[src/rtl/isa_ctrl_pkg.sv]
// isa_ctrl_pkg
// Shared types and constants for the ISA bus cycle sequencer:
//   state_e       - bus cycle FSM states
//   strobe_sel_e  - command strobe selection, encoded as {io, write}
//   DEF_*         - default wait-state and ready-timeout settings
//   ISA_FLOAT_DATA- value returned when a cycle is forced to complete
//   strobe_lows() - maps a strobe selection to an active-high strobe mask
package isa_ctrl_pkg;

  typedef enum logic [2:0] {
    ST_IDLE,
    ST_T1,
    ST_T2,
    ST_T3,
    ST_TW,
    ST_T4,
    ST_HOLD
  } state_e;

  typedef enum logic [1:0] {
    SEL_MEMR = 2'b00,
    SEL_MEMW = 2'b01,
    SEL_IOR  = 2'b10,
    SEL_IOW  = 2'b11
  } strobe_sel_e;

  localparam int DEF_IO_WAIT     = 1;
  localparam int DEF_MEM_WAIT    = 0;
  localparam int DEF_RDY_TIMEOUT = 255;

  localparam int WAIT_W = 8;
  localparam int TMO_W  = 16;

  localparam logic [7:0] ISA_FLOAT_DATA = 8'hFF;

  // Mask bit order is {memw, memr, iow, ior}; a set bit means that strobe is asserted.
  function automatic logic [3:0] strobe_lows(input strobe_sel_e sel);
    case (sel)
      SEL_MEMR: strobe_lows = 4'b0100;
      SEL_MEMW: strobe_lows = 4'b1000;
      SEL_IOR:  strobe_lows = 4'b0001;
      SEL_IOW:  strobe_lows = 4'b0010;
      default:  strobe_lows = 4'b0000;
    endcase
  endfunction

endpackage

[src/rtl/isa_bus_cycle_ctrl_if.sv]
// isa_bus_cycle_ctrl_if
// Request/response channel between a host agent and the ISA bus cycle sequencer.
//   req_valid/req_ready - single-transfer handshake
//   req_write, req_io   - cycle kind (1=write / 1=I/O)
//   req_addr, req_wdata - 20-bit address, 8-bit write data
//   rsp_valid           - one-cycle completion pulse
//   rsp_rdata           - read data, valid with rsp_valid
//   rsp_timeout         - completion was forced, valid with rsp_valid
// Modports: master (host side), slave (sequencer side).
interface isa_bus_cycle_ctrl_if;

  logic        req_valid;
  logic        req_ready;
  logic        req_write;
  logic        req_io;
  logic [19:0] req_addr;
  logic [7:0]  req_wdata;
  logic        rsp_valid;
  logic [7:0]  rsp_rdata;
  logic        rsp_timeout;

  modport master (
    output req_valid, req_write, req_io, req_addr, req_wdata,
    input  req_ready, rsp_valid, rsp_rdata, rsp_timeout
  );

  modport slave (
    input  req_valid, req_write, req_io, req_addr, req_wdata,
    output req_ready, rsp_valid, rsp_rdata, rsp_timeout
  );

endinterface

[src/rtl/isa_bus_cycle_ctrl_wait_timer.sv]
// isa_wait_timer
// Wait-state bookkeeping for one ISA bus cycle.
//   clk, rst_n  - clock, asynchronous active-low reset
//   load        - high in T2: load the mandatory wait count, clear the ready timer
//   load_value  - mandatory wait states for this cycle
//   count_en    - high in T3/TW: mandatory counter decrements while nonzero
//   in_tw       - high in TW
//   rdy         - IO_CH_RDY from the slot
//   wait_done   - mandatory wait count has expired
//   timed_out   - IO_CH_RDY held low for RDY_TIMEOUT consecutive TW cycles
// Optional macro ISA_RDY_TIMEOUT_EN enables the ready timeout; otherwise timed_out is 0.
module isa_wait_timer
  import isa_ctrl_pkg::*;
#(
  parameter int RDY_TIMEOUT = DEF_RDY_TIMEOUT
) (
  input  logic              clk,
  input  logic              rst_n,
  input  logic              load,
  input  logic [WAIT_W-1:0] load_value,
  input  logic              count_en,
  input  logic              in_tw,
  input  logic              rdy,
  output logic              wait_done,
  output logic              timed_out
);

  logic [WAIT_W-1:0] wait_cnt;

  // The decrement happens in T3 as well as TW so that the count already
  // reflects the TW cycle being entered; N mandatory waits give N TW cycles.
  always_ff @(posedge clk or negedge rst_n) begin
    if (!rst_n) begin
      wait_cnt <= '0;
    end else if (load) begin
      wait_cnt <= load_value;
    end else if (count_en && (wait_cnt != '0)) begin
      wait_cnt <= wait_cnt - 1'b1;
    end
  end

  assign wait_done = (wait_cnt == '0);

`ifdef ISA_RDY_TIMEOUT_EN
  localparam logic [TMO_W-1:0] TMO_LAST = TMO_W'(RDY_TIMEOUT - 1);

  logic [TMO_W-1:0] tmo_cnt;

  // Counts TW cycles with ready low; the current low cycle is the one that
  // reaches the limit, so the compare is against RDY_TIMEOUT-1.
  always_ff @(posedge clk or negedge rst_n) begin
    if (!rst_n) begin
      tmo_cnt <= '0;
    end else if (load || rdy) begin
      tmo_cnt <= '0;
    end else if (in_tw) begin
      tmo_cnt <= tmo_cnt + 1'b1;
    end
  end

  assign timed_out = in_tw && !rdy && (tmo_cnt == TMO_LAST);
`else
  logic unused_tmo;
  assign unused_tmo = in_tw ^ (RDY_TIMEOUT == 0);
  assign timed_out  = 1'b0;
`endif

endmodule

[src/rtl/isa_bus_cycle_ctrl.sv]
// isa_bus_cycle_ctrl
// Host-side bus cycle sequencer for the 8-bit ISA slot. Runs one transfer at a
// time through T1 (ALE), T2/T3 (strobe low), optional TW waits and T4 (response),
// and hands the bus to a DMA controller on request.
//   bus_clk, bus_reset_n     - clock, asynchronous active-low reset
//   req                      - request/response channel (slave modport)
//   busy                     - sequencer is not idle
//   dma_hold_req/ack         - DMA bus hold handshake
//   bus_oe                   - sequencer drives bus_sa and strobes
//   bus_sa, bus_ale, bus_aen - address, address latch enable, address enable
//   bus_ior_n/iow_n/memr_n/memw_n - active-low command strobes
//   bus_io_ch_rdy            - channel ready, low inserts waits
//   sd_in, sd_out, sd_oe     - data bus sample, drive value, output enable
// Optional macro ISA_RDY_TIMEOUT_EN forces completion after RDY_TIMEOUT ready-low waits.
module isa_bus_cycle_ctrl
  import isa_ctrl_pkg::*;
#(
  parameter int IO_WAIT     = DEF_IO_WAIT,
  parameter int MEM_WAIT    = DEF_MEM_WAIT,
  parameter int RDY_TIMEOUT = DEF_RDY_TIMEOUT
) (
  input  logic                       bus_clk,
  input  logic                       bus_reset_n,
  isa_bus_cycle_ctrl_if.slave        req,
  output logic                       busy,
  input  logic                       dma_hold_req,
  output logic                       dma_hold_ack,
  output logic                       bus_oe,
  output logic [19:0]                bus_sa,
  output logic                       bus_ale,
  output logic                       bus_aen,
  output logic                       bus_ior_n,
  output logic                       bus_iow_n,
  output logic                       bus_memr_n,
  output logic                       bus_memw_n,
  input  logic                       bus_io_ch_rdy,
  input  logic [7:0]                 sd_in,
  output logic [7:0]                 sd_out,
  output logic                       sd_oe
);

  state_e      state_q, state_d;
  logic [19:0] addr_q;
  logic [7:0]  wdata_q;
  logic        write_q;
  logic        io_q;
  logic [7:0]  rdata_q;
  logic        timeout_q;

  logic        accept;
  logic        complete;
  logic        wait_done;
  logic        timed_out;
  logic        active;
  logic [3:0]  lows;

  // Ready is gated by reset so no request can be taken while reset is held.
  assign req.req_ready = bus_reset_n && (state_q == ST_IDLE) && !dma_hold_req;
  assign accept        = req.req_valid && req.req_ready;

  // A cycle finishes either normally (wait count expired and channel ready)
  // or, when enabled, because the ready timeout fired in TW.
  assign complete = ((state_q == ST_T3) && wait_done && bus_io_ch_rdy) ||
                    ((state_q == ST_TW) && (timed_out || (wait_done && bus_io_ch_rdy)));

  isa_wait_timer #(
    .RDY_TIMEOUT (RDY_TIMEOUT)
  ) u_wait_timer (
    .clk        (bus_clk),
    .rst_n      (bus_reset_n),
    .load       (state_q == ST_T2),
    .load_value (io_q ? WAIT_W'(IO_WAIT) : WAIT_W'(MEM_WAIT)),
    .count_en   ((state_q == ST_T3) || (state_q == ST_TW)),
    .in_tw      (state_q == ST_TW),
    .rdy        (bus_io_ch_rdy),
    .wait_done  (wait_done),
    .timed_out  (timed_out)
  );

  // State register.
  always_ff @(posedge bus_clk or negedge bus_reset_n) begin
    if (!bus_reset_n) begin
      state_q <= ST_IDLE;
    end else begin
      state_q <= state_d;
    end
  end

  // Request capture on the accept edge; the bus cycle runs from these copies.
  always_ff @(posedge bus_clk or negedge bus_reset_n) begin
    if (!bus_reset_n) begin
      addr_q  <= '0;
      wdata_q <= '0;
      write_q <= 1'b0;
      io_q    <= 1'b0;
    end else if (accept) begin
      addr_q  <= req.req_addr;
      wdata_q <= req.req_wdata;
      write_q <= req.req_write;
      io_q    <= req.req_io;
    end
  end

  // Response data is captured on the edge leaving T3/TW so it is stable for
  // the whole T4 pulse; writes leave the previous read data untouched.
  always_ff @(posedge bus_clk or negedge bus_reset_n) begin
    if (!bus_reset_n) begin
      rdata_q   <= '0;
      timeout_q <= 1'b0;
    end else if (complete) begin
      timeout_q <= timed_out;
      if (!write_q) begin
        rdata_q <= timed_out ? ISA_FLOAT_DATA : sd_in;
      end
    end
  end

  // Next-state logic. DMA hold is only honoured from IDLE so a started bus
  // cycle always runs to T4.
  always_comb begin
    state_d = state_q;
    case (state_q)
      ST_IDLE: begin
        if (dma_hold_req) begin
          state_d = ST_HOLD;
        end else if (accept) begin
          state_d = ST_T1;
        end
      end
      ST_T1:   state_d = ST_T2;
      ST_T2:   state_d = ST_T3;
      ST_T3:   state_d = complete ? ST_T4 : ST_TW;
      ST_TW:   state_d = complete ? ST_T4 : ST_TW;
      ST_T4:   state_d = ST_IDLE;
      ST_HOLD: state_d = dma_hold_req ? ST_HOLD : ST_IDLE;
      default: state_d = ST_IDLE;
    endcase
  end

  // Bus outputs decode straight from state so a reset releases the strobes
  // immediately rather than on the next clock.
  always_comb begin
    bus_oe       = 1'b1;
    bus_aen      = 1'b0;
    bus_ale      = 1'b0;
    bus_sa       = '0;
    sd_oe        = 1'b0;
    sd_out       = '0;
    dma_hold_ack = 1'b0;
    lows         = 4'b0000;
    active       = (state_q == ST_T1) || (state_q == ST_T2) || (state_q == ST_T3) ||
                   (state_q == ST_TW) || (state_q == ST_T4);

    if (active) begin
      bus_sa = addr_q;
      if (write_q) begin
        sd_oe  = 1'b1;
        sd_out = wdata_q;
      end
    end

    case (state_q)
      ST_T1:                 bus_ale = 1'b1;
      ST_T2, ST_T3, ST_TW:   lows    = strobe_lows(strobe_sel_e'({io_q, write_q}));
      ST_HOLD: begin
        dma_hold_ack = 1'b1;
        bus_oe       = 1'b0;
        bus_aen      = 1'b1;
      end
      default: ;
    endcase
  end

  assign bus_ior_n  = ~lows[0];
  assign bus_iow_n  = ~lows[1];
  assign bus_memr_n = ~lows[2];
  assign bus_memw_n = ~lows[3];

  assign busy            = (state_q != ST_IDLE);
  assign req.rsp_valid   = (state_q == ST_T4);
  assign req.rsp_rdata   = rdata_q;
  assign req.rsp_timeout = timeout_q;

endmodule

[src/flat_wrapper.sv]
// flat-port wrapper written by rule: the top's interface ports become plain ports
module isa_bus_cycle_ctrl_flat import isa_ctrl_pkg::*;
#(
  parameter int IO_WAIT     = DEF_IO_WAIT,
  parameter int MEM_WAIT    = DEF_MEM_WAIT,
  parameter int RDY_TIMEOUT = DEF_RDY_TIMEOUT
)
  (bus_clk, bus_reset_n, busy, dma_hold_req, dma_hold_ack, bus_oe, bus_sa, bus_ale, bus_aen, bus_ior_n, bus_iow_n, bus_memr_n, bus_memw_n, bus_io_ch_rdy, sd_in, sd_out, sd_oe, req_req_valid, req_req_write, req_req_io, req_req_addr, req_req_wdata, req_req_ready, req_rsp_valid, req_rsp_rdata, req_rsp_timeout);
  isa_bus_cycle_ctrl_if req_i ();
  input  logic bus_clk;
  input  logic bus_reset_n;
  output logic busy;
  input  logic dma_hold_req;
  output logic dma_hold_ack;
  output logic bus_oe;
  output logic [19:0] bus_sa;
  output logic bus_ale;
  output logic bus_aen;
  output logic bus_ior_n;
  output logic bus_iow_n;
  output logic bus_memr_n;
  output logic bus_memw_n;
  input  logic bus_io_ch_rdy;
  input  logic [7:0] sd_in;
  output logic [7:0] sd_out;
  output logic sd_oe;
  input wire logic [$bits(req_i.req_valid)-1:0] req_req_valid;
  input wire logic [$bits(req_i.req_write)-1:0] req_req_write;
  input wire logic [$bits(req_i.req_io)-1:0] req_req_io;
  input wire logic [$bits(req_i.req_addr)-1:0] req_req_addr;
  input wire logic [$bits(req_i.req_wdata)-1:0] req_req_wdata;
  output wire logic [$bits(req_i.req_ready)-1:0] req_req_ready;
  output wire logic [$bits(req_i.rsp_valid)-1:0] req_rsp_valid;
  output wire logic [$bits(req_i.rsp_rdata)-1:0] req_rsp_rdata;
  output wire logic [$bits(req_i.rsp_timeout)-1:0] req_rsp_timeout;
  assign req_i.req_valid = req_req_valid;
  assign req_i.req_write = req_req_write;
  assign req_i.req_io = req_req_io;
  assign req_i.req_addr = req_req_addr;
  assign req_i.req_wdata = req_req_wdata;
  assign req_req_ready = req_i.req_ready;
  assign req_rsp_valid = req_i.rsp_valid;
  assign req_rsp_rdata = req_i.rsp_rdata;
  assign req_rsp_timeout = req_i.rsp_timeout;
  isa_bus_cycle_ctrl #(.IO_WAIT(IO_WAIT), .MEM_WAIT(MEM_WAIT), .RDY_TIMEOUT(RDY_TIMEOUT)) u_core (.bus_clk(bus_clk), .bus_reset_n(bus_reset_n), .req(req_i), .busy(busy), .dma_hold_req(dma_hold_req), .dma_hold_ack(dma_hold_ack), .bus_oe(bus_oe), .bus_sa(bus_sa), .bus_ale(bus_ale), .bus_aen(bus_aen), .bus_ior_n(bus_ior_n), .bus_iow_n(bus_iow_n), .bus_memr_n(bus_memr_n), .bus_memw_n(bus_memw_n), .bus_io_ch_rdy(bus_io_ch_rdy), .sd_in(sd_in), .sd_out(sd_out), .sd_oe(sd_oe));
endmodule
[config.mk]
export PLATFORM = sky130hd
export DESIGN_NAME = isa_bus_cycle_ctrl_flat
export DESIGN_NICKNAME = d
export VERILOG_FILES = /design/src/rtl/isa_ctrl_pkg.sv /design/src/rtl/isa_bus_cycle_ctrl_if.sv /design/src/rtl/isa_bus_cycle_ctrl_wait_timer.sv /design/src/rtl/isa_bus_cycle_ctrl.sv /design/src/flat_wrapper.sv
export SDC_FILE = /design/constraint.sdc
export NUM_CORES = 1
export LEC_CHECK = 0
export BUFFER_PORTS_ARGS = -buffer_cell sky130_fd_sc_hd__buf_2
export CAP_MARGIN = 30
export CORE_AREA = 2 2 104 106
export DETAILED_ROUTE_END_ITERATION = 12
export DIE_AREA = 0 0 106 108
export GPL_ROUTABILITY_DRIVEN = 0
export PLACE_DENSITY = 0.43
export SYNTH_ARGS = -nofsm -noshare
export SYNTH_HDL_FRONTEND = slang
export SYNTH_HIERARCHICAL = 1
export SYNTH_SLANG_ARGS = --single-unit
[constraint.sdc]
create_clock -name bus_clk -period 4.3 [get_ports bus_clk]
set_input_delay 0.645 -clock bus_clk [delete_from_list [all_inputs] [get_ports bus_clk]]
set_output_delay 0.645 -clock bus_clk [all_outputs]
set_load 0.01 [all_outputs]
==> impl_metrics.prom <==
# TYPE chip_impl_metric gauge
chip_impl_info{name="status",value="completed"} 1
chip_impl_metric{name="worst-slew-pin-transition",unit="ps"} 815
chip_impl_info{name="timing.rr.start",value="u_core/state_q[1]"} 1
chip_impl_info{name="layout_common_cells",value="91 x buf_2, 50 x dfrtp_1, 21 x and3_1"} 1
chip_impl_metric{name="groute.layer.met1.usage",unit=""} 0.169
chip_impl_metric{name="clock_power_share",unit=""} 0.157
chip_impl_info{name="tritoncts",value="done"} 1
chip_impl_metric{name="synthesis.area",unit="mm^2"} 0.00252
chip_impl_metric{name="drc",unit=""} 0
chip_impl_metric{name="postSynthAreaPerCell",unit="um^2"} 11.2
chip_impl_metric{name="setup-tns-final",unit="ps"} 0
chip_impl_metric{name="syn-instance-count",unit=""} 226
chip_impl_metric{name="powerDensity",unit="mW/mm^2"} 705
chip_impl_metric{name="port-buffer-count",unit=""} 91
chip_impl_info{name="layout.cells.most_common",value="buf_2"} 1
chip_impl_metric{name="grt_max_degree",unit=""} 52
chip_impl_metric{name="finalHoldViolations",unit=""} 0
chip_impl_metric{name="finalCriticalPeriod",unit="ps"} 2980
chip_impl_metric{name="cts-htree-levels",unit=""} 2
chip_impl_metric{name="critical_path_depth",unit=""} 4
chip_impl_metric{name="combinationalPowerShare",unit=""} 0.460
chip_impl_metric{name="count_of_hold_buffers_inserted_by_post_cts_repair",unit=""} 0
chip_impl_metric{name="finalWirelength",unit="um"} 6660
chip_impl_metric{name="wl_per_cell",unit="um"} 14.7
chip_impl_metric{name="cts_num_sinks",unit=""} 50
chip_impl_metric{name="worst_r2r_path_depth",unit=""} 4
chip_impl_info{name="worstSetupStartpointType",value="flop"} 1
chip_impl_metric{name="drive_above_1_share",unit=""} 0.399
chip_impl_metric{name="vias_per_cell",unit=""} 4.52
chip_impl_metric{name="totalPowerFinal",unit="mW"} 2.28
chip_impl_metric{name="die_width",unit="um"} 106
chip_impl_metric{name="clockBufferDepth",unit=""} 2
chip_impl_info{name="crit_path_start",value="u_core/state_q[1]"} 1
chip_impl_metric{name="antenna_cells",unit=""} 0
chip_impl_metric{name="globalRouteTotalUtil",unit=""} 0.119
chip_impl_info{name="reg2reg_to",value="u_core/addr_q[18]"} 1
chip_impl_metric{name="nets",unit=""} 360
chip_impl_metric{name="max_slew_margin",unit=""} 0.457
chip_impl_metric{name="postLayoutCoreUtil",unit=""} 0.316
chip_impl_metric{name="first_global_vias",unit=""} 2048
chip_impl_metric{name="grt_use_met3",unit=""} 0.0434
chip_impl_metric{name="ios",unit=""} 92
chip_impl_metric{name="synth_warnings",unit=""} 6
chip_impl_metric{name="drv.max_cap_violation_count",unit=""} 0
chip_impl_metric{name="report.final.setup_viol",unit=""} 0
chip_impl_metric{name="cp.required",unit="ps"} 3650
chip_impl_metric{name="finalCritPeriodShare",unit=""} 0.694
chip_impl_metric{name="internal_power_consumption",unit="mW"} 1.39
chip_impl_metric{name="drt-pass1-iter-count",unit=""} 4
chip_impl_metric{name="initial_core_utilization",unit=""} 0.247
chip_impl_metric{name="netSwitchingFraction",unit=""} 0.392
chip_impl_metric{name="clk-insertion-delay-late",unit="ps"} 300
chip_impl_metric{name="first_pass_grt_wire_length",unit="um"} 10700
chip_impl_metric{name="design.core.area",unit="mm^2"} 0.0102
chip_impl_info{name="clock-root-buffer",value="clkbuf_8"} 1
chip_impl_info{name="crit_path_end_kind",value="output port"} 1
chip_impl_metric{name="worst_ep_arrival_time",unit="ps"} 2340
chip_impl_metric{name="worst_ir_drop_vdd",unit="V"} 0.000233
chip_impl_metric{name="path_buf_inv",unit=""} 1
chip_impl_info{name="timing.critical_path.to",value="sd_out[3]"} 1
chip_impl_metric{name="register_share_of_total_power",unit=""} 0.383
chip_impl_metric{name="area_growth",unit="%"} 28.2
chip_impl_metric{name="hpwl",unit="um"} 4590
chip_impl_metric{name="worstPathMaxFanout",unit=""} 25
chip_impl_info{name="setup_repair_after_global_routing_missed_its_margin",value="false"} 1
chip_impl_metric{name="slowest_delay",unit="ps"} 750
chip_impl_metric{name="drt_iter0_drc",unit=""} 92
chip_impl_metric{name="detailroute.via_count",unit=""} 2043
chip_impl_metric{name="timing.fmax",unit="MHz"} 335
chip_impl_metric{name="p_leak",unit="nW"} 1.52
chip_impl_metric{name="antenna_found_initial",unit=""} 0
chip_impl_info{name="crit_chain",value="or3_1, and3_1, and2_1, buf_2"} 1
chip_impl_metric{name="chipHeight",unit="um"} 108
chip_impl_metric{name="ant_nets",unit=""} 0
chip_impl_metric{name="ctsResizeCount",unit=""} 0
chip_impl_metric{name="finalClockSkew",unit="ps"} 12.2
chip_impl_metric{name="post-cts-setup-buffers",unit=""} 0
chip_impl_info{name="crit_path_top_delay_cell",value="or3_1"} 1
chip_impl_metric{name="grt_util_met2",unit=""} 0.176
chip_impl_metric{name="placementRows",unit=""} 37
chip_impl_info{name="cp_top_delay_family",value="simple AND/OR/NAND/NOR gates"} 1
chip_impl_info{name="path_class",value="flop to output port"} 1
chip_impl_metric{name="grt_remaining_overflow",unit=""} 0
chip_impl_metric{name="nFillCells",unit=""} 1078
chip_impl_metric{name="floorplan.die_area",unit="mm^2"} 0.0114
chip_impl_metric{name="net-switching-power",unit="uW"} 895
chip_impl_metric{name="report.final.slew_viol_count",unit=""} 0
chip_impl_metric{name="tritoncts.num_buffers",unit=""} 5
chip_impl_info{name="hold_path_class",value="flop to flop"} 1
chip_impl_metric{name="r2r_setup_slack",unit="ps"} 1580
chip_impl_metric{name="clk_transition_reported_paths",unit="ps"} 100
chip_impl_info{name="most_used_routing_layer",value="met2"} 1
## how the worst min path moves through the flow
stage	from	end	slack [ps]	cells after the start
floorplan	bus_reset_n	u_core/addr_q[0]	350	0
global placement	u_core/addr_q[14]	u_core/addr_q[14]	460	1
detailed placement	u_core/addr_q[3]	u_core/addr_q[3]	470	1
CTS	u_core/addr_q[3]	u_core/addr_q[3]	490	1
global route	u_core/addr_q[3]	u_core/addr_q[3]	510	1
finish	u_core/addr_q[3]	u_core/addr_q[3]	490	1
## cell type report
cell class | count | area [um^2] | area share
clock buffer | 6 | 82.6 | 0.0255
clock inverter | 2 | 38.8 | 0.0120
inverter | 6 | 22.5 | 0.00696
multi-input combinational | 158 | 1190 | 0.369
sequential | 50 | 1250 | 0.387
tap | 136 | 170 | 0.0526
timing repair buffer | 94 | 478 | 0.148
## flip-flops by register name, summed over array words and instances (netlist names)
register / flops
u_core/addr_q: 20
u_core/u_wait_timer/wait_cnt: 8
u_core/state_q: 3
u_core/io_q: 1
u_core/req.rsp_rdata: 8
u_core/write_q: 1
u_core/req.rsp_timeout: 1
u_core/wdata_q: 8
## routing by layer
metal | wire, um | vias up
met5 | 0 | -
li1 | - | 996
met4 | 31 | 0
met2 | 2730 | 71
met3 | 587 | 2
met1 | 3310 | 974
## per-stage QoR
stage                     hold WS, ps  worst slack, ps  cells  instance area, um^2
final                             491             1320    452                 3240
after global routing              507             1070    452                 3240
after CTS                         494             1260    452                 3240
after detailed placement          469             1540    444                 3110
after global placement            461             1620    444                 3110
after floorplan                   349             2060    232                 2550
## power groups by stage
| stage | Clock, mW | Sequential (mW) | Combinational, mW |
|---|---|---|---|
| after global placement | 0 | 0.871 | 1.06 |
| after detailed placement | 0 | 0.877 | 1.06 |
| after global routing | 0.393 | 0.915 | 1.18 |
| final | 0.358 | 0.874 | 1.05 |
| after floorplan | 0 | 0.812 | 0.741 |
| after CTS | 0.373 | 0.872 | 1.07 |
Note: power is estimated with default switching activity, not from simulation.
